### src/rtl/shot_sequencer_if.sv
// rtl/shot_sequencer_if.sv - button/power inputs and game display outputs of shot_sequencer
// Ports (master = driver of buttons, slave = shot_sequencer):
//   btn_fire, btn_left, btn_right, power[1:0]         master -> slave
//   tank1_loc[3:0], tank2_loc[3:0], shell[7:0], turn,  slave -> master
//   busy, hit_pulse, lives1[1:0], lives2[1:0], game_over, winner
interface shot_sequencer_if;
    logic       btn_fire;
    logic       btn_left;
    logic       btn_right;
    logic [1:0] power;
    logic [3:0] tank1_loc;
    logic [3:0] tank2_loc;
    logic [7:0] shell;
    logic       turn;
    logic       busy;
    logic       hit_pulse;
    logic [1:0] lives1;
    logic [1:0] lives2;
    logic       game_over;
    logic       winner;

    modport master (
        output btn_fire, btn_left, btn_right, power,
        input  tank1_loc, tank2_loc, shell, turn, busy, hit_pulse,
               lives1, lives2, game_over, winner
    );

    modport slave (
        input  btn_fire, btn_left, btn_right, power,
        output tank1_loc, tank2_loc, shell, turn, busy, hit_pulse,
               lives1, lives2, game_over, winner
    );
endinterface

### src/rtl/shot_sequencer.sv
// rtl/shot_sequencer.sv - round controller for the two-tank artillery game on an 8-position field
// Ports: clk, nrst (async active-low), bus (shot_sequencer_if.slave: buttons and power in,
//        tank locations, shell, turn, busy, hit_pulse, lives, game_over, winner out).
// Tank 1 lives on field positions 7..4, tank 2 on 3..0. All outputs are registered.
module shot_sequencer #(
    parameter int STEP_CYCLES = 512,
    parameter int LIVES       = 3
) (
    input  logic            clk,
    input  logic            nrst,
    shot_sequencer_if.slave bus
);
    localparam int             TW         = $clog2(STEP_CYCLES);
    localparam logic [TW-1:0]  STEP_LAST  = TW'(STEP_CYCLES - 1);
    localparam logic [1:0]     LIVES_INIT = 2'(LIVES);
    localparam logic [3:0]     T1_HOME    = 4'b1000;
    localparam logic [3:0]     T2_HOME    = 4'b0001;
    localparam logic [7:0]     SHELL_HOME = 8'b0100_0000;

    typedef enum logic [1:0] {AIM, FLIGHT, IMPACT, OVER} state_t;

    state_t          state_q, state_d;
    logic [3:0]      t1_q, t1_d, t2_q, t2_d;
    logic [7:0]      shell_q, shell_d;
    logic            turn_q, turn_d;
    logic            busy_q, busy_d;
    logic            hit_q, hit_d;
    logic [1:0]      lives1_q, lives1_d, lives2_q, lives2_d;
    logic            over_q, over_d;
    logic            winner_q, winner_d;
    logic [TW-1:0]   timer_q, timer_d;
    logic [2:0]      trav_q, trav_d;
    logic [2:0]      dist_q, dist_d;
    logic [7:0]      opp_loc;
    logic [1:0]      opp_lives;
    logic            is_hit;

    // Shell spot right in front of the active tank's barrel, as an 8-bit field vector.
    function automatic logic [7:0] adjacent(input logic who, input logic [3:0] l1, input logic [3:0] l2);
        logic [7:0] v;
        v = who ? ({4'b0000, l2} << 1) : ({l1, 4'b0000} >> 1);
        return v;
    endfunction

    always_ff @(posedge clk or negedge nrst) begin
        if (!nrst) begin
            state_q  <= AIM;
            t1_q     <= T1_HOME;
            t2_q     <= T2_HOME;
            shell_q  <= SHELL_HOME;
            turn_q   <= 1'b0;
            busy_q   <= 1'b0;
            hit_q    <= 1'b0;
            lives1_q <= LIVES_INIT;
            lives2_q <= LIVES_INIT;
            over_q   <= 1'b0;
            winner_q <= 1'b0;
            timer_q  <= '0;
            trav_q   <= '0;
            dist_q   <= '0;
        end else begin
            state_q  <= state_d;
            t1_q     <= t1_d;
            t2_q     <= t2_d;
            shell_q  <= shell_d;
            turn_q   <= turn_d;
            busy_q   <= busy_d;
            hit_q    <= hit_d;
            lives1_q <= lives1_d;
            lives2_q <= lives2_d;
            over_q   <= over_d;
            winner_q <= winner_d;
            timer_q  <= timer_d;
            trav_q   <= trav_d;
            dist_q   <= dist_d;
        end
    end

    always_comb begin
        state_d   = state_q;
        t1_d      = t1_q;
        t2_d      = t2_q;
        shell_d   = shell_q;
        turn_d    = turn_q;
        hit_d     = 1'b0;
        lives1_d  = lives1_q;
        lives2_d  = lives2_q;
        winner_d  = winner_q;
        timer_d   = timer_q;
        trav_d    = trav_q;
        dist_d    = dist_q;
        opp_loc   = turn_q ? {t1_q, 4'b0000} : {4'b0000, t2_q};
        opp_lives = turn_q ? lives1_q : lives2_q;
        is_hit    = (shell_q != 8'd0) && (shell_q == opp_loc);

        case (state_q)
            AIM: begin
                if (bus.btn_fire) begin
                    // Fire has priority; a simultaneous move is dropped.
                    dist_d  = {1'b0, bus.power} + 3'd2;
                    trav_d  = 3'd1;
                    timer_d = '0;
                    state_d = FLIGHT;
                end else if (bus.btn_left || bus.btn_right) begin
                    if (!turn_q) begin
                        if (bus.btn_left) begin
                            if (!t1_q[0]) t1_d = t1_q >> 1;
                        end else if (!t1_q[3]) begin
                            t1_d = t1_q << 1;
                        end
                    end else begin
                        if (bus.btn_left) begin
                            if (!t2_q[0]) t2_d = t2_q >> 1;
                        end else if (!t2_q[3]) begin
                            t2_d = t2_q << 1;
                        end
                    end
                    shell_d = adjacent(turn_q, t1_d, t2_d);
                end
            end
            FLIGHT: begin
                if (timer_q == STEP_LAST) begin
                    timer_d = '0;
                    if (trav_q == dist_q) begin
                        state_d = IMPACT;
                    end else begin
                        trav_d  = trav_q + 3'd1;
                        // Shifting a one-hot past either end leaves zero, which is the off-field encoding.
                        shell_d = turn_q ? (shell_q << 1) : (shell_q >> 1);
                    end
                end else begin
                    timer_d = timer_q + TW'(1);
                end
            end
            IMPACT: begin
                if (is_hit && opp_lives != 2'd0) begin
                    hit_d = 1'b1;
                    if (turn_q) lives1_d = lives1_q - 2'd1;
                    else        lives2_d = lives2_q - 2'd1;
                end
                if (is_hit && opp_lives == 2'd1) begin
                    state_d  = OVER;
                    winner_d = turn_q;
                    shell_d  = 8'd0;
                end else begin
                    state_d = AIM;
                    turn_d  = ~turn_q;
                    shell_d = adjacent(~turn_q, t1_q, t2_q);
                end
            end
            OVER: begin
                if (bus.btn_fire) begin
                    state_d  = AIM;
                    t1_d     = T1_HOME;
                    t2_d     = T2_HOME;
                    shell_d  = SHELL_HOME;
                    turn_d   = 1'b0;
                    lives1_d = LIVES_INIT;
                    lives2_d = LIVES_INIT;
                    winner_d = 1'b0;
                    timer_d  = '0;
                    trav_d   = '0;
                    dist_d   = '0;
                end
            end
            default: state_d = AIM;
        endcase

        busy_d = (state_d == FLIGHT) || (state_d == IMPACT);
        over_d = (state_d == OVER);
    end

    assign bus.tank1_loc = t1_q;
    assign bus.tank2_loc = t2_q;
    assign bus.shell     = shell_q;
    assign bus.turn      = turn_q;
    assign bus.busy      = busy_q;
    assign bus.hit_pulse = hit_q;
    assign bus.lives1    = lives1_q;
    assign bus.lives2    = lives2_q;
    assign bus.game_over = over_q;
    assign bus.winner    = winner_q;
endmodule

### src/flat_wrapper.sv
// flat-port wrapper written by rule: the top's interface ports become plain ports
module shot_sequencer_flat 
#(
    parameter int STEP_CYCLES = 512,
    parameter int LIVES       = 3
)
  (clk, nrst, bus_btn_fire, bus_btn_left, bus_btn_right, bus_power, bus_tank1_loc, bus_tank2_loc, bus_shell, bus_turn, bus_busy, bus_hit_pulse, bus_lives1, bus_lives2, bus_game_over, bus_winner);
  shot_sequencer_if bus_i ();
  input  logic clk;
  input  logic nrst;
  input wire logic [$bits(bus_i.btn_fire)-1:0] bus_btn_fire;
  input wire logic [$bits(bus_i.btn_left)-1:0] bus_btn_left;
  input wire logic [$bits(bus_i.btn_right)-1:0] bus_btn_right;
  input wire logic [$bits(bus_i.power)-1:0] bus_power;
  output wire logic [$bits(bus_i.tank1_loc)-1:0] bus_tank1_loc;
  output wire logic [$bits(bus_i.tank2_loc)-1:0] bus_tank2_loc;
  output wire logic [$bits(bus_i.shell)-1:0] bus_shell;
  output wire logic [$bits(bus_i.turn)-1:0] bus_turn;
  output wire logic [$bits(bus_i.busy)-1:0] bus_busy;
  output wire logic [$bits(bus_i.hit_pulse)-1:0] bus_hit_pulse;
  output wire logic [$bits(bus_i.lives1)-1:0] bus_lives1;
  output wire logic [$bits(bus_i.lives2)-1:0] bus_lives2;
  output wire logic [$bits(bus_i.game_over)-1:0] bus_game_over;
  output wire logic [$bits(bus_i.winner)-1:0] bus_winner;
  assign bus_i.btn_fire = bus_btn_fire;
  assign bus_i.btn_left = bus_btn_left;
  assign bus_i.btn_right = bus_btn_right;
  assign bus_i.power = bus_power;
  assign bus_tank1_loc = bus_i.tank1_loc;
  assign bus_tank2_loc = bus_i.tank2_loc;
  assign bus_shell = bus_i.shell;
  assign bus_turn = bus_i.turn;
  assign bus_busy = bus_i.busy;
  assign bus_hit_pulse = bus_i.hit_pulse;
  assign bus_lives1 = bus_i.lives1;
  assign bus_lives2 = bus_i.lives2;
  assign bus_game_over = bus_i.game_over;
  assign bus_winner = bus_i.winner;
  shot_sequencer #(.STEP_CYCLES(STEP_CYCLES), .LIVES(LIVES)) u_core (.clk(clk), .nrst(nrst), .bus(bus_i));
endmodule
### config.mk
export PLATFORM = sky130hd
export DESIGN_NAME = shot_sequencer_flat
export DESIGN_NICKNAME = d
export VERILOG_FILES = /design/src/rtl/shot_sequencer_if.sv /design/src/rtl/shot_sequencer.sv /design/src/flat_wrapper.sv
export SDC_FILE = /design/constraint.sdc
export NUM_CORES = 1
export LEC_CHECK = 0
export ABC_CLOCK_PERIOD_IN_PS = 5000
export CAP_MARGIN = 20
export CORE_MARGIN = 4
export CORE_UTILIZATION = 50
export CTS_BUF_LIST = sky130_fd_sc_hd__clkbuf_16
export CTS_CLUSTER_DIAMETER = 40
export CTS_CLUSTER_SIZE = 20
export DETAILED_ROUTE_END_ITERATION = 6
export DONT_BUFFER_PORTS = 1
export GPL_TIMING_DRIVEN = 0
export HOLD_SLACK_MARGIN = 0.02
export PLACE_DENSITY_LB_ADDON = 0.15
export SLEW_MARGIN = 40
export SYNTH_ARGS = -nofsm -noshare
export SYNTH_HDL_FRONTEND = slang
export SYNTH_SLANG_ARGS = --single-unit
### constraint.sdc
create_clock -name clk -period 5 [get_ports clk]
set_clock_uncertainty 0.15 [all_clocks]
set_input_delay 0.5 -clock clk [delete_from_list [all_inputs] [get_ports clk]]
set_output_delay 0.5 -clock clk [all_outputs]
set_load 0.01 [all_outputs]
==> flow_summary.yaml, run 1 <==
worst_setup_path:
  r2r_slack_ns: 1.94
  slowest_stage: "a211oi_2"
  critical_path_class: "reg -> reg"
  arrival_ns: 3.06
  r2r-end: "u_core.bus.shell[1]$_DFFE_PN0P_"
  cp_num_buf_inv: 1
  startpoint_type: "flop"
  cpLargestDelayFamily: "compound AO/OA/AOI/OAI gates"
  required_ns: 5.00
  max_stage_delay_ns: 0.59
  path_cells: "ha_1 > and3_1 > and3_1 > and3_1 > ha_1 > o31ai_1 > a211oi_2 > clkbuf_1 > nand3b_1 > o21ai_0 > a31oi_1"
  crit_path_end_kind: "flop"
  ff2ff_path_depth: 11
  path_max_fanout: 10
  cp_common_cell: "and3_1"
  r2r_start: "u_core.timer_q[0]$_DFFE_PN0P_"
sta:
  setup_slack_ns: 1.94
  slew_headroom_pct: 57.0
  fin_crit_ns: 3.06
  setup_tns_ns: 0
  fmax_mhz: 327
  rsz0062_at_grt: "no"
  drv_slew: 0
  fin_crit_sh_pct: 61.2
  setup_viol: 0
  hold_viol: 0
  holdWs_ns: 0.153
  worst_pin_slew_ns: 0.639
job:
  max_cap_viol_count: 0
power:
  powerDensity_nw_per_um2: 632
  ir_drop_v: 0.000292
  power_leakage_nw: 1.25
  fin_total_pwr_mw: 1.92
logic_synthesis:
  avgSynthCellArea_um2: 8.68
  synth_top_area_cell: "dfrtp_1"
  synth_edf_count: 0
  ys_ff_latch: 42
  synth_top_area_share_pct: 31.6
  synthTopCellsByArea: "dfrtp_1 32%, o21ai_0 7.0%, dfstp_2 6.6%"
  synth.net_count: 334
  postSynthCellCount: 319
  ys_seq_area_share_pct: 38.3
  ys_types: 59
  async_flop_share_pct: 100
  yosysWarnings: 0
  synthFlopType: "dfrtp_1"
  synth_area_um2: 2770
global_route:
  grt_max_degree: 43
  grt-ovfl-total: 0
  grt_util_all_layers_pct: 22.1
  grt_pass1_vias: 2349
  grt_pass1_wl_um: 11500
  antenna_found_initial: 0
clocking:
  cts_buffer_depth: 2
  clock_sinks: 42
  worstSkewPairLatency_ns: 0.29
  path_clk_slew_ns: 0.06
  clock-root-buffer: "clkbuf_16"
  cts-buffers-inserted: 5
  cts_tree: "built"
  cts-htree-levels: 2
  cts_resized: 0
final_layout:
  final_core_util_pct: 58.0
  regArea_um2: 1060
  fillers: 493
  drive_gt1_share_pct: 12.5
  area_delta_synth_final_pct: 9.67
  nets: 343
  multiInputGateArea_um2: 1560
  diodes: 0
status:
  status: "finished clean"
floorplan:
  fp.dieH_um: 82.4
  start_util_pct: 52.9
  die_x_um: 82.4
  rows: 26
  ios: 32
  placeableCoreArea_um2: 5240
  die_area_um2: 6790
routing:
  vias: 2455
  antenna_left: 0
  drc: 0
  post_drt_wl_per_cell_um: 17.1
  drt-pass1-iter-count: 4
  drt_wl_total_um: 6840
  drt-vias-per-instance: 6.15
  drt_iter0_drc: 147
place:
  pre_cts_slack_ns: 1.99
  place_hpwl_um: 4810
  io_buffers: 0
  gp_congestion: 0.895
min_path:
  min_path_type: "in -> reg"
  hold_depth: 1
  min_to: "u_core.dist_q[1]$_DFFE_PN0P_"
  worstHoldStart: "bus_power[1]"
[stage by stage]
step	area (um^2)	cells
2_1_floorplan	2770	319
3_3_place_gp	2860	389
3_5_place_dp	2860	389
4_1_cts	3040	399
5_1_grt	3040	399
6_report	3040	399
[metal layers]
| layer | wire length, um | GRT usage (%) |
|---|---|---|
| met5 | 0 | 0 |
| met4 | 83 | 7.81 |
| met3 | 440 | 4.34 |
| met2 | 3190 | 35.3 |
| met1 | 3120 | 29.8 |
[kinds of logic (layout without fill, tap and decap cells)]
family / Yosys count / in the layout / share of synthesized area, %
multiplexers: 16 / 16 / 6.33
adder cells (fa/ha/maj): 8 / 8 / 3.62
buffers and inverters: 32 / 42 / 5.33
AO/OA/AOI/OAI: 99 / 99 / 22.6
AND/OR/NAND/NOR: 111 / 111 / 20.3
flip-flops: 42 / 42 / 38.3
XOR/XNOR: 11 / 11 / 3.48
[layout by cell type, fill, tap and decap left out, types with 3 or more instances in the layout]
master and n:
a21oi_1 12, a22o_1 4, a31oi_1 10, and3_1 5, buf_2 4, clkbuf_1 14
clkbuf_16 5, dfrtp_1 35, dfstp_2 7, ha_1 8, inv_1 10, mux2_2 12
mux2i_1 4, nand2_1 36, nand3_1 12, nand3b_1 3, nand4_1 3, nand4b_1 3
nor2_1 21, nor2b_1 5, nor3_1 5, nor3b_1 3, nor4_1 4, o21ai_0 39
o21ai_1 4, o31ai_1 4, xnor2_1 4, xor2_1 7
[power by group]
group          internal [mW]  switching [mW]  total, mW
clock                  0.183           0.137      0.320
sequential             0.457           0.172      0.629
combinational          0.375           0.595      0.970
[worst max-delay path by stage]
| stage | startpoint | to | depth (start not counted) |
|---|---|---|---|
| finish | u_core.timer_q[0]$_DFFE_PN0P_ | u_core.bus.shell[1]$_DFFE_PN0P_ | 11 |
| global route | u_core.timer_q[0]$_DFFE_PN0P_ | u_core.bus.shell[1]$_DFFE_PN0P_ | 11 |
| CTS | u_core.timer_q[0]$_DFFE_PN0P_ | u_core.bus.shell[1]$_DFFE_PN0P_ | 11 |
| detailed placement | u_core.timer_q[0]$_DFFE_PN0P_ | u_core.bus.shell[1]$_DFFE_PN0P_ | 11 |
| global placement | u_core.timer_q[0]$_DFFE_PN0P_ | u_core.bus.shell[1]$_DFFE_PN0P_ | 11 |
| floorplan | u_core.timer_q[0]$_DFFE_PN0P_ | u_core.bus.shell[5]$_DFFE_PN0P_ | 11 |
[state kept, by name, indices dropped and copies added, names as in the netlist, 2 cells and up]
signal,count
u_core.bus.lives1,2
u_core.bus.lives2,2
u_core.bus.shell,8
u_core.bus.tank1_loc,4
u_core.bus.tank2_loc,4
u_core.dist_q,3
u_core.state_q,2
u_core.timer_q,9
u_core.trav_q,3
[what timing repair did]
item | in CTS | in global routing
setup buffers | 0 | 0
endpoints found under the hold margin | 42 | 0
hold buffers | 2 | 0
[cell type report]
| class | count | share of cell area [%] |
|---|---|---|
| clock buffer | 5 | 4.12 |
| buffer | 22 | 3.63 |
| multi-input combinational | 245 | 51.4 |
| inverter | 10 | 1.24 |
| tap | 70 | 2.88 |
| clock inverter | 3 | 0.577 |
| timing repair buffer | 2 | 1.24 |
| sequential | 42 | 34.9 |
[worst reg2reg max path, stage by stage (launching register included)]
cell	delay (ns)
dfrtp_1	0.41
ha_1	0.20
and3_1	0.20
and3_1	0.21
and3_1	0.16
ha_1	0.22
o31ai_1	0.14
a211oi_2	0.59
clkbuf_1	0.36
nand3b_1	0.12
o21ai_0	0.10
a31oi_1	0.06
[cells in the mapped netlist, types with 2 or more instances]
| master | instances |
|---|---|
| nor4_1 | 4 |
| and3_1 | 5 |
| inv_1 | 9 |
| nand3_1 | 12 |
| mux2_2 | 12 |
| o31ai_1 | 4 |
| buf_2 | 4 |
| nand4_1 | 3 |
| a211oi_1 | 2 |
| nor2b_1 | 5 |
| a211oi_2 | 2 |
| clkbuf_1 | 14 |
| or3_1 | 2 |
| nand2_1 | 36 |
| o22ai_1 | 2 |
| o21ai_0 | 39 |
| nand3b_1 | 3 |
| a31oi_1 | 10 |
| xnor2_1 | 4 |
| buf_4 | 2 |
| ha_1 | 8 |
| a21oi_2 | 2 |
| nor3_1 | 5 |
| dfstp_2 | 7 |
| dfrtp_1 | 35 |
| a22o_1 | 4 |
| nand2b_1 | 2 |
| o21ai_1 | 4 |
| nor3b_1 | 3 |
| nor2_1 | 21 |
| a21oi_1 | 12 |
| buf_6 | 2 |
| xor2_1 | 7 |
| a221oi_1 | 2 |
| mux2i_1 | 4 |
| nand4b_1 | 3 |
| nor4bb_1 | 2 |
(Power assumes the default switching activity.)
==> run 2, diff against run 1 <==
- ABC_CLOCK_PERIOD_IN_PS: 5000 -> 2750
- clock period: 5 -> 2.75 ns (I/O delays scaled with it)
==> flow_summary.yaml, run 2 (synthesis results as in run 1) <==
worst_setup_path:
  ff2ff_path_depth: 10
  startpoint_type: "flop"
  path_max_fanout: 11
  r2r_slack_ns: 0.14
  r2r_start: "u_core.timer_q[0]$_DFFE_PN0P_"
  crit_path_end_kind: "flop"
  r2r-end: "u_core.bus.shell[0]$_DFFE_PN0P_"
  critical_path_class: "reg -> reg"
  required_ns: 2.77
  arrival_ns: 2.63
global_route:
  antenna_found_initial: 0
  grt_pass1_wl_um: 11500
  grt_max_degree: 43
  grt_pass1_vias: 2379
  grt_util_all_layers_pct: 22.2
  grt-ovfl-total: 0
routing:
  post_drt_wl_per_cell_um: 17.0
  drc: 0
  drt-vias-per-instance: 6.10
  drt_wl_total_um: 6920
  drt-pass1-iter-count: 4
  vias: 2476
  drt_iter0_drc: 166
  antenna_left: 0
floorplan:
  die_area_um2: 6790
  placeableCoreArea_um2: 5240
  fp.dieH_um: 82.4
  rows: 26
  ios: 32
  die_x_um: 82.4
  start_util_pct: 52.9
final_layout:
  drive_gt1_share_pct: 16.4
  largest-register: "u_core.timer_q"
  diodes: 0
  largest_reg_flops: 9
  fillers: 482
  postLayoutCellArea_um2: 3140
  multiInputGateArea_um2: 1600
  nets: 350
  area_delta_synth_final_pct: 13.5
  mostFrequentLayoutCells: "39 x o21ai_0, 36 x nand2_1, 35 x dfrtp_1, 21 x nor2_1"
  regArea_um2: 1060
  final_common_cell: "o21ai_0"
  final-instance-count-excl-fill: 406
place:
  gp_congestion: 0.895
  io_buffers: 0
  post_dp_cell_area_um2: 2860
  place_hpwl_um: 4810
  dp_cells: 389
sta:
  slew_headroom_pct: 55.5
  hold_viol: 0
  fin_crit_sh_pct: 94.8
  worst_pin_slew_ns: 0.662
  setup_tns_ns: 0
  fin_crit_ns: 2.61
  fmax_mhz: 384
  drv_slew: 0
  setup_viol: 0
  holdWs_ns: 0.342
power:
  ir_drop_v: 0.000522
  power_leakage_nw: 1.28
  powerDensity_nw_per_um2: 1150
job:
  max_cap_viol_count: 0
min_path:
  min_path_type: "in -> async"
clocking:
  path_clk_slew_ns: 0.06
  cts-htree-levels: 2
  clock_sinks: 42
  clock-root-buffer: "clkbuf_16"
  worstSkewPairLatency_ns: 0.29
  cts-buffers-inserted: 5
  cts_tree: "built"
  cts_buffer_depth: 2
status:
  status: "finished clean"
==> run 2: cell count changes in the layout (fill, tap and decap cells not counted), moves of 2 or more <==
cell           previous run  this run
clkbuf_1                 14        12
buf_4                     2         7
dlygate4sd3_1             1         3
and3_4                    0         2
ha_1                      8         6
and3_1                    5         3
==> run 2: layout make-up <==
class	count	share of cell area, %
multi-input cells	245	50.9
flip-flops and latches	42	33.7
clock buffers	5	3.98
plain buffers	21	3.42
repair buffers	10	3.39
well taps	70	2.79
inverters	10	1.19
clock inverters	3	0.558
==> run 2: worst max path at each step <==
stage	slack, ns	endpoint	cells past startpoint	startpoint
6_report	0.14	u_core.bus.shell[0]$_DFFE_PN0P_	10	u_core.timer_q[0]$_DFFE_PN0P_
5_1_grt	-0.007	u_core.bus.shell[4]$_DFFE_PN0P_	12	u_core.timer_q[0]$_DFFE_PN0P_
4_1_cts	0.04	u_core.bus.shell[2]$_DFFE_PN0P_	10	u_core.timer_q[0]$_DFFE_PN0P_
3_5_place_dp	-0.26	u_core.bus.shell[1]$_DFFE_PN0P_	11	u_core.timer_q[0]$_DFFE_PN0P_
3_3_place_gp	-0.30	u_core.bus.shell[1]$_DFFE_PN0P_	11	u_core.timer_q[0]$_DFFE_PN0P_
2_1_floorplan	0.23	u_core.bus.shell[5]$_DFFE_PN0P_	11	u_core.timer_q[0]$_DFFE_PN0P_
==> run 2: power by group <==
group          internal [mW]  total [mW]  switching [mW]
sequential             0.831        1.15           0.314
clock                  0.333       0.582           0.249
combinational          0.771        1.89            1.12
total                   1.94        3.62            1.68
==> run 2: timing repair <==
action,CTS,global route
hold buffers,4,0
endpoints found under the setup margin,9,10
gates resized for setup,1,10
buffers inserted,3,3
pin swaps,1,1
hold endpoints to repair,45,0
==> run 2: stage by stage <==
stage	util (%)	power [mW]	setup slack, ns
2_1_floorplan	-	2.44	0.232
3_3_place_gp	54.5	2.85	-0.303
3_5_place_dp	54.5	2.88	-0.258
4_1_cts	58.8	3.55	0.0372
5_1_grt	60.0	3.88	-0.00665
6_report	60.0	3.62	0.143
==> run 2: layer usage <==
layer	part of all wire, %	GRT usage (%)
met5	0	0
met2	47	35.7
met3	6.7	4.45
met4	1.2	7.64
met1	45	29.6
==> run 2: worst max-delay path, cell delays in order (launching register included) <==
cell and delay (ns):
dfrtp_1 0.41, ha_2 0.21, and3_4 0.19, and3_4 0.19
and3_1 0.19, ha_4 0.16, o31ai_1 0.11, a211oi_2 0.26
buf_6 0.17, buf_4 0.12, mux2_2 0.32
==> run 3, diff against run 2 <==
- ABC_AREA: not set -> 1
- SKIP_LAST_GASP: not set -> 1
==> flow_summary.yaml, run 3 <==
worst_setup_path:
  crit_path_end_kind: "flop"
  required_ns: 2.77
  ff2ff_path_depth: 12
  r2r_slack_ns: 0.40
  path_max_fanout: 9
  r2r_start: "u_core.bus.tank1_loc[3]$_DFFE_PN1P_"
  critical_path_class: "reg -> reg"
  crit_end: "u_core.bus.busy$_DFF_PN0_"
  arrival_ns: 2.37
  r2r-end: "u_core.bus.busy$_DFF_PN0_"
  crit_start: "u_core.bus.tank1_loc[3]$_DFFE_PN1P_"
  startpoint_type: "flop"
routing:
  drt-pass1-iter-count: 5
  antenna_left: 0
  drt_wl_total_um: 7330
  drt_iter0_drc: 117
  vias: 2698
  drc: 0
  drt-vias-per-instance: 5.46
  post_drt_wl_per_cell_um: 14.8
job:
  max_cap_viol_count: 0
final_layout:
  fillers: 528
  largest_reg_flops: 9
  diodes: 0
  regArea_um2: 1060
  largest-register: "u_core.timer_q"
  drive_gt1_share_pct: 8.06
  final_common_cell: "nand2_1"
  area_delta_synth_final_pct: 11.2
  final-instance-count-excl-fill: 494
  mostFrequentLayoutCells: "122 x nand2_1, 47 x inv_1, 41 x o21ai_0, 36 x nor2_1, 35 x dfrtp_1"
  final_core_util_pct: 57.1
  multiInputGateArea_um2: 1490
  nets: 436
sta:
  setup_tns_ns: 0
  fmax_mhz: 425
  rsz0062_at_grt: "no"
  drv_slew: 0
  setup_viol: 0
  setup_slack_ns: 0.398
  worst_pin_slew_ns: 0.645
  fin_crit_ns: 2.35
  fin_crit_sh_pct: 85.5
  hold_viol: 0
  slew_headroom_pct: 57.0
logic_synthesis:
  yosysWarnings: 0
  synthAdderAreaFrac_pct: 3.56
  ys_seq_area_share_pct: 37.7
  synth_compound_area_share_pct: 15.7
  ys_types: 32
  ys_ff_latch: 42
  postSynthCellCount: 410
  yosysMostFrequentCell: "nand2_1"
  synth_xor_area_share_pct: 2.18
  synth_edf_count: 0
  synth.net_count: 425
  synthSimpleGateAreaFrac_pct: 31.4
  yosys-mux-area-fraction_pct: 0
  avgSynthCellArea_um2: 6.86
  synthFlopType: "dfrtp_1"
  synth_top_family_by_area: "simple AND/OR/NAND/NOR gates"
  synthTopCellsByArea: "dfrtp_1 31%, nand2_1 16%, o21ai_0 7.3%"
  synth_top_area_cell: "dfrtp_1"
  async_flop_share_pct: 100
  synth_top_area_share_pct: 31.1
  synth_area_um2: 2810
  yosys-top-cells-count: "122 x nand2_1, 46 x inv_1, 41 x o21ai_0, 36 x nor2_1, 35 x dfrtp_1"
floorplan:
  die_x_um: 83
  rows: 27
  fp.dieH_um: 83
  start_util_pct: 51.4
  die_area_um2: 6890
  placeableCoreArea_um2: 5470
  ios: 32
power:
  fin_total_pwr_mw: 3.52
  powerDensity_nw_per_um2: 1130
  ir_drop_v: 0.000524
  power_leakage_nw: 1.48
place:
  place_hpwl_um: 5350
  dp_cells: 482
  io_buffers: 0
  gp_congestion: 0.890
  pre_cts_slack_ns: 0.417
global_route:
  antenna_found_initial: 0
  grt_pass1_wl_um: 12500
  grt-ovfl-total: 0
  grt_util_all_layers_pct: 21.9
  grt_pass1_vias: 2689
  grt_max_degree: 43
clocking:
  clock-root-buffer: "clkbuf_16"
  path_clk_slew_ns: 0.06
  worstSkewPairLatency_ns: 0.29
  cts_tree: "built"
  cts-buffers-inserted: 5
  cts-htree-levels: 2
  cts_resized: 0
  clock_sinks: 42
  cts_buffer_depth: 2
min_path:
  hold_depth: 3
  min_path_type: "in -> reg"
status:
  status: "finished clean"
-- run 3: cell families after synthesis --
family                   Yosys count
flip-flops                        42
adder cells (fa/ha/maj)            8
AO/OA/AOI/OAI                     82
buffers and inverters             62
XOR/XNOR                           7
AND/OR/NAND/NOR                  209
-- run 3: worst min path at each step --
stage	start	end	slack [ns]
after floorplan	nrst	u_core.bus.busy$_DFF_PN0_	-0.17
after global placement	nrst	u_core.timer_q[2]$_DFFE_PN0P_	-0.17
after detailed placement	nrst	u_core.timer_q[3]$_DFFE_PN0P_	-0.17
after CTS	bus_btn_left	u_core.bus.tank1_loc[3]$_DFFE_PN1P_	0.12
after global routing	bus_btn_left	u_core.bus.tank1_loc[3]$_DFFE_PN1P_	0.12
final	bus_btn_left	u_core.bus.tank1_loc[3]$_DFFE_PN1P_	0.12
-- run 3: per-stage QoR --
| stage | hold slack (ns) | area [um^2] |
|---|---|---|
| 3_5_place_dp | -0.169 | 2900 |
| 5_1_grt | 0.123 | 3130 |
| 4_1_cts | 0.116 | 3130 |
| 3_3_place_gp | -0.169 | 2900 |
| 6_report | 0.119 | 3130 |
| 2_1_floorplan | -0.171 | 2810 |
-- run 3: report_power, final --
| part | leakage, nW | internal (mW) | total (mW) | switching, mW |
|---|---|---|---|---|
| clock network | 0.0812 | 0.425 | 0.672 | 0.247 |
| logic | 0.870 | 0.587 | 1.66 | 1.07 |
| registers | 0.530 | 0.852 | 1.19 | 0.333 |
| total | 1.48 | 1.86 | 3.52 | 1.66 |
-- run 3: area by class of cell --
cell class	count	area share, %
well taps	72	2.88
multi-input cells	306	47.5
clock inverters	3	1.32
repair buffers	4	1.84
inverters	49	6.04
flip-flops and latches	42	33.9
clock buffers	5	4.00
plain buffers	13	2.48
-- run 3: metal layers --
metal	GRT usage (%)	vias to the layer above	share of wire, %
li1	-	1368	-
met4	8.17	0	2.1
met5	0	-	0
met2	37.7	68	48
met1	27.3	1248	45
met3	4.07	14	4.8
-- run 3: worst max-delay path, stage by stage (launching register included) --
cell and delay (ns):
dfstp_2 0.55, buf_2 0.19, nand2_1 0.11, nand2_1 0.08, nand2_1 0.09, nor2_1 0.10, nand2_1 0.06, nor2_2 0.12
nand4_1 0.21, nand2_1 0.12, nand2_1 0.05, o21ai_0 0.12, ha_1 0.28
-- run 3: what timing repair did --
item | CTS | global route
hold endpoints to repair | 45 | 0
hold buffers | 4 | 0
setup buffers | 0 | 0
==> RTL edit 1, RTL diff (config.mk and constraints of run 2) <==
Make the reset (`nrst`) synchronous in one clocked block. Comments in the files are not updated.
--- a/src/rtl/shot_sequencer.sv
+++ b/src/rtl/shot_sequencer.sv
@@ -43,5 +43,5 @@
     endfunction
 
-    always_ff @(posedge clk or negedge nrst) begin
+    always_ff @(posedge clk) begin
         if (!nrst) begin
             state_q  <= AIM;
Check against the original RTL: differs if nrst is asserted again (counterexample within 4 cycles, from zero or initial values and one cycle with nrst low); with nrst held inactive, the same outputs for 10 cycles.
==> RTL edit 1 against run 2 <==
  * Hold slack lost 270 ps
  * Total power decreased by 15%
  * Area after synthesis is essentially flat
  * Count of clock-buffer cells in the layout unchanged
  * Utilization up 1.1 points
  * Wire length increased by 11%
  * Sequential cell count unchanged
  * Fmax shrank 3.5%
  * Setup slack lost 93 ps
  * Sequential share of layout area fell by 6.9 points
  * Final area increased by 1.9%
==> RTL edit 1: results <==
[placed_design]
place_area_um2 = 2860
place_congestion = 0.914
dpl.hpwl_mm = 5.36

[critical_path]
worst_path_max_delay_cell = "or4_4"
crit_fanout = 6
slowest_delay_ps = 620
worstPathArrival_ps = 2730

[outcome]
status = "complete, no violations"

[routing]
routed_wl_mm = 7.66
dr_total_vias = 2749
dr.pass1.iters = 6
drt_iter0_markers = 281

[global_route]
grt_pass1_wl_mm = 12.5
first_global_vias = 2607
grt_max_degree = 13
grt_usage_pct = 23.9

[synth]
synth_compound_area_share_pct = 28.6
yosysSeqAreaShare_pct = 30.3
synthAdderAreaFrac_pct = 3.61
synthXorXnorAreaFrac_pct = 2.48
ys_types = 64
synth.area.mux_share_pct = 3.30
synthArstFlopShare_pct = 0
synthesis.nets = 374
synthTopCellsByArea = "dfxtp_1, o21ai_0, nor2_1"
synth_commonest_cells = "dfxtp_1, o21ai_0, nor2_1, nand2_1"

[pwr]
p_leak_nw = 1.17
peakVddDrop_mv = 0.617

[final_layout]
drive_gt1_share_pct = 15.0
finalNetCount = 389

[clock_tree]
clk_latency_ps = 280
clock-root-buffer = "clkbuf_16"
htreeDepth = 2

[hold_path]
holdCritPathClass = "primary input to flop"

[timing]
tightest_slew_ps = 625
## RTL edit 1: timing repair
item	4_1_cts	5_1_grt
pin swaps	0	5
endpoints found under the setup margin	3	6
setup buffers	0	7
resized for setup	14	24
endpoints found under the hold margin	2	0
hold buffers	2	0
## RTL edit 1: per-stage QoR
stage	setup WS, ps	instances
final	50.0	444
after global routing	-14.2	444
after CTS	-29.8	438
after detailed placement	-280	429
after global placement	-270	429
after floorplan	57.4	359
## RTL edit 1: kinds of logic after synthesis
kind of cell	after synthesis
muxes	9
DFF	42
buffers and inverters	40
AOI/OAI and AO/OA	120
and+or+nand+nor	133
xor gates and xnor gates	7
adders and majority gates	8
## RTL edit 1: area by class of cell
class,count,area (µm²)
buffer,25,141
clock buffer,5,125
clock inverter,2,33.8
fill,490,2040
inverter,14,52.6
multi-input combinational,277,1830
sequential,42,860
tap,70,87.6
timing repair buffer,9,72.6
## RTL edit 1: path summary, 6_finish.rpt
kind / startpoint / to / slack [ps] / cells after the start
worst max-delay path: u_core.bus.shell[3]$_SDFFE_PN0P_ / u_core.bus.busy$_SDFF_PN0_ / 50 / 8
worst min-delay path: bus_power[1] / u_core.dist_q[1]$_SDFFE_PN0P_ / 70 / 3
worst max register to register: u_core.bus.shell[3]$_SDFFE_PN0P_ / u_core.bus.busy$_SDFF_PN0_ / 50 / 8
worst min register to register: u_core.trav_q[1]$_SDFFE_PN0P_ / u_core.trav_q[1]$_SDFFE_PN0P_ / 360 / 2
## RTL edit 1: routing by layer
| metal | global-route usage (%) | routed length (µm) | vias up |
|---|---|---|---|
| li1 | - | - | 1342 |
| met1 | 30.8 | 3340 | 1291 |
| met2 | 39.6 | 3690 | 102 |
| met3 | 4.88 | 521 | 14 |
| met4 | 8.14 | 109 | 0 |
| met5 | 0 | 0 | - |
## RTL edit 1: worst max-delay path: cells and delay by family (launching register included)
kind	cells	cell delay (ps)
adders and majority gates	1	220
and+or+nand+nor	5	1200
DFF	1	530
AOI/OAI and AO/OA	2	480
## RTL edit 1: power by group
part	total, W	switching (W)	leakage, nW	internal (W)
clock	0.000653	0.000233	0.0773	0.000420
combinational	0.00151	0.000943	0.744	0.000565
sequential	0.000912	0.000183	0.346	0.000729
==> RTL edit 2, RTL diff (settings of run 2) <==
Without the edit above. `STEP_CYCLES` is set to 512 in 2 places; all go to 1024.
--- a/src/rtl/shot_sequencer.sv
+++ b/src/rtl/shot_sequencer.sv
@@ -4,5 +4,5 @@
 // Tank 1 lives on field positions 7..4, tank 2 on 3..0. All outputs are registered.
 module shot_sequencer #(
-    parameter int STEP_CYCLES = 512,
+    parameter int STEP_CYCLES = 1024,
     parameter int LIVES       = 3
 ) (
--- a/src/flat_wrapper.sv
+++ b/src/flat_wrapper.sv
@@ -2,5 +2,5 @@
 module shot_sequencer_flat 
 #(
-    parameter int STEP_CYCLES = 512,
+    parameter int STEP_CYCLES = 1024,
     parameter int LIVES       = 3
 )
Check against the original RTL: no difference found for any inputs over 10 cycles, from zero or initial values and one cycle with nrst low; that may be too few to reach the edited logic, so the function may still have changed.
==> RTL edit 2 against run 2 <==
  * Area after synthesis up 7.6%
  * Die area up 6.8%
  * Total power down 8.6%
  * Wire length up 8.8%
  * Sequential cell count up 1
  * Largest cell class unchanged
  * Cell count up 5.2%
  * Setup slack better by 92 ps
  * Final area up 3.6%
  * Global-route usage down 0.56 points
  * Critical path depth down 1
  * Via count up 6.5%
==> RTL edit 2: results <==
[synth]
synth.area.mux_share_pct = 3.86
synth_commonest_cells = "nand2_1, dfrtp_1, o21ai_0, a21oi_1, nor2_1"
synthesis.nets = 359
synth_warnings = 0
syn_inst = 345
ys_types = 67
synth_compound_area_share_pct = 25.2
synthXorXnorAreaFrac_pct = 3.23
yosysSeqAreaShare_pct = 36.4
synthAdderAreaFrac_pct = 2.94
synthTopCellsByArea = "dfrtp_1, dfstp_2, nand2_1"
yosysMostFrequentCell = "nand2_1"

[critical_path]
r2r_setup_slack_ps = 240
crit_path_end = "u_core.bus.busy$_DFF_PN0_"
crit_fanout = 10
critical_path_class = "flop to flop"
worstPathArrival_ps = 2530
r2r-start = "u_core.bus.tank1_loc[2]$_DFFE_PN0P_"
r2r_cells = 9
worst_path_max_delay_cell = "dfrtp_1"

[placed_design]
io_buffers = 0
dp_cells = 417
dpl.hpwl_mm = 5.37
place_congestion = 0.895

[outcome]
status = "complete, no violations"

[clock_tree]
clock-root-buffer = "clkbuf_16"
cts_setup_buffers = 0
htreeDepth = 2
cts-hold-fix-buffers = 2
numCtsBuffers = 5
path_clk_slew_ps = 60
ctsResizeCount = 0

[global_route]
grt_max_degree = 44
grt_pass1_wl_mm = 12.9
first_global_vias = 2523
grt_usage_pct = 21.6

[hold_path]
holdCritPathClass = "primary input to flop"
hold_start = "bus_power[1]"
min_to = "u_core.dist_q[1]$_DFFE_PN0P_"

[pwr]
peakVddDrop_mv = 0.578
comb_power_w = 0.00158
power_w = 0.00331
power.internal_w = 0.00180
p_leak_nw = 1.37
pwr-share-seq_pct = 35.0

[timing]
finalSetupViolCount = 0
max_slew_margin_pct = 51.0

[routing]
wl_per_cell_um = 17.6
dr.pass1.iters = 5
dr_total_vias = 2638
drt_iter0_markers = 197

[final_layout]
antenna_cells = 0
finalNetCount = 368
drive_gt1_share_pct = 12.7
layoutNonFillerInstCount = 427
fillers = 497
largest_reg_flops = 10
[RTL edit 2: layer usage]
layer	track usage (%)	share of wire [%]	vias to the layer above	wire, µm
met5	0	0	-	0
met4	6.76	2.4	0	182
met3	5.73	7.6	12	570
met2	35.0	46	99	3480
met1	28.1	44	1249	3290
li1	-	-	1278	-
[RTL edit 2: per-stage QoR]
stage / cell area [µm²] / setup WS, ps / hold WS, ps
after floorplan: 2980 / 435 / -171
after global placement: 3070 / 137 / -170
after detailed placement: 3070 / 129 / -170
after CTS: 3250 / 113 / 99.0
after global routing: 3250 / 67.3 / 149
final: 3250 / 235 / 102
[RTL edit 2: layout make-up]
class                           instances  area (µm²)  area share, %
Timing Repair Buffer                    2        37.5           1.15
Sequential cell                        43        1080           33.3
Clock buffer                            5         125           3.84
Multi-Input combinational cell        263        1720           52.7
Clock inverter                          3        15.0          0.461
Buffer                                 23         125           3.84
Tap cell                               72        90.1           2.77
Inverter                               16        60.1           1.85
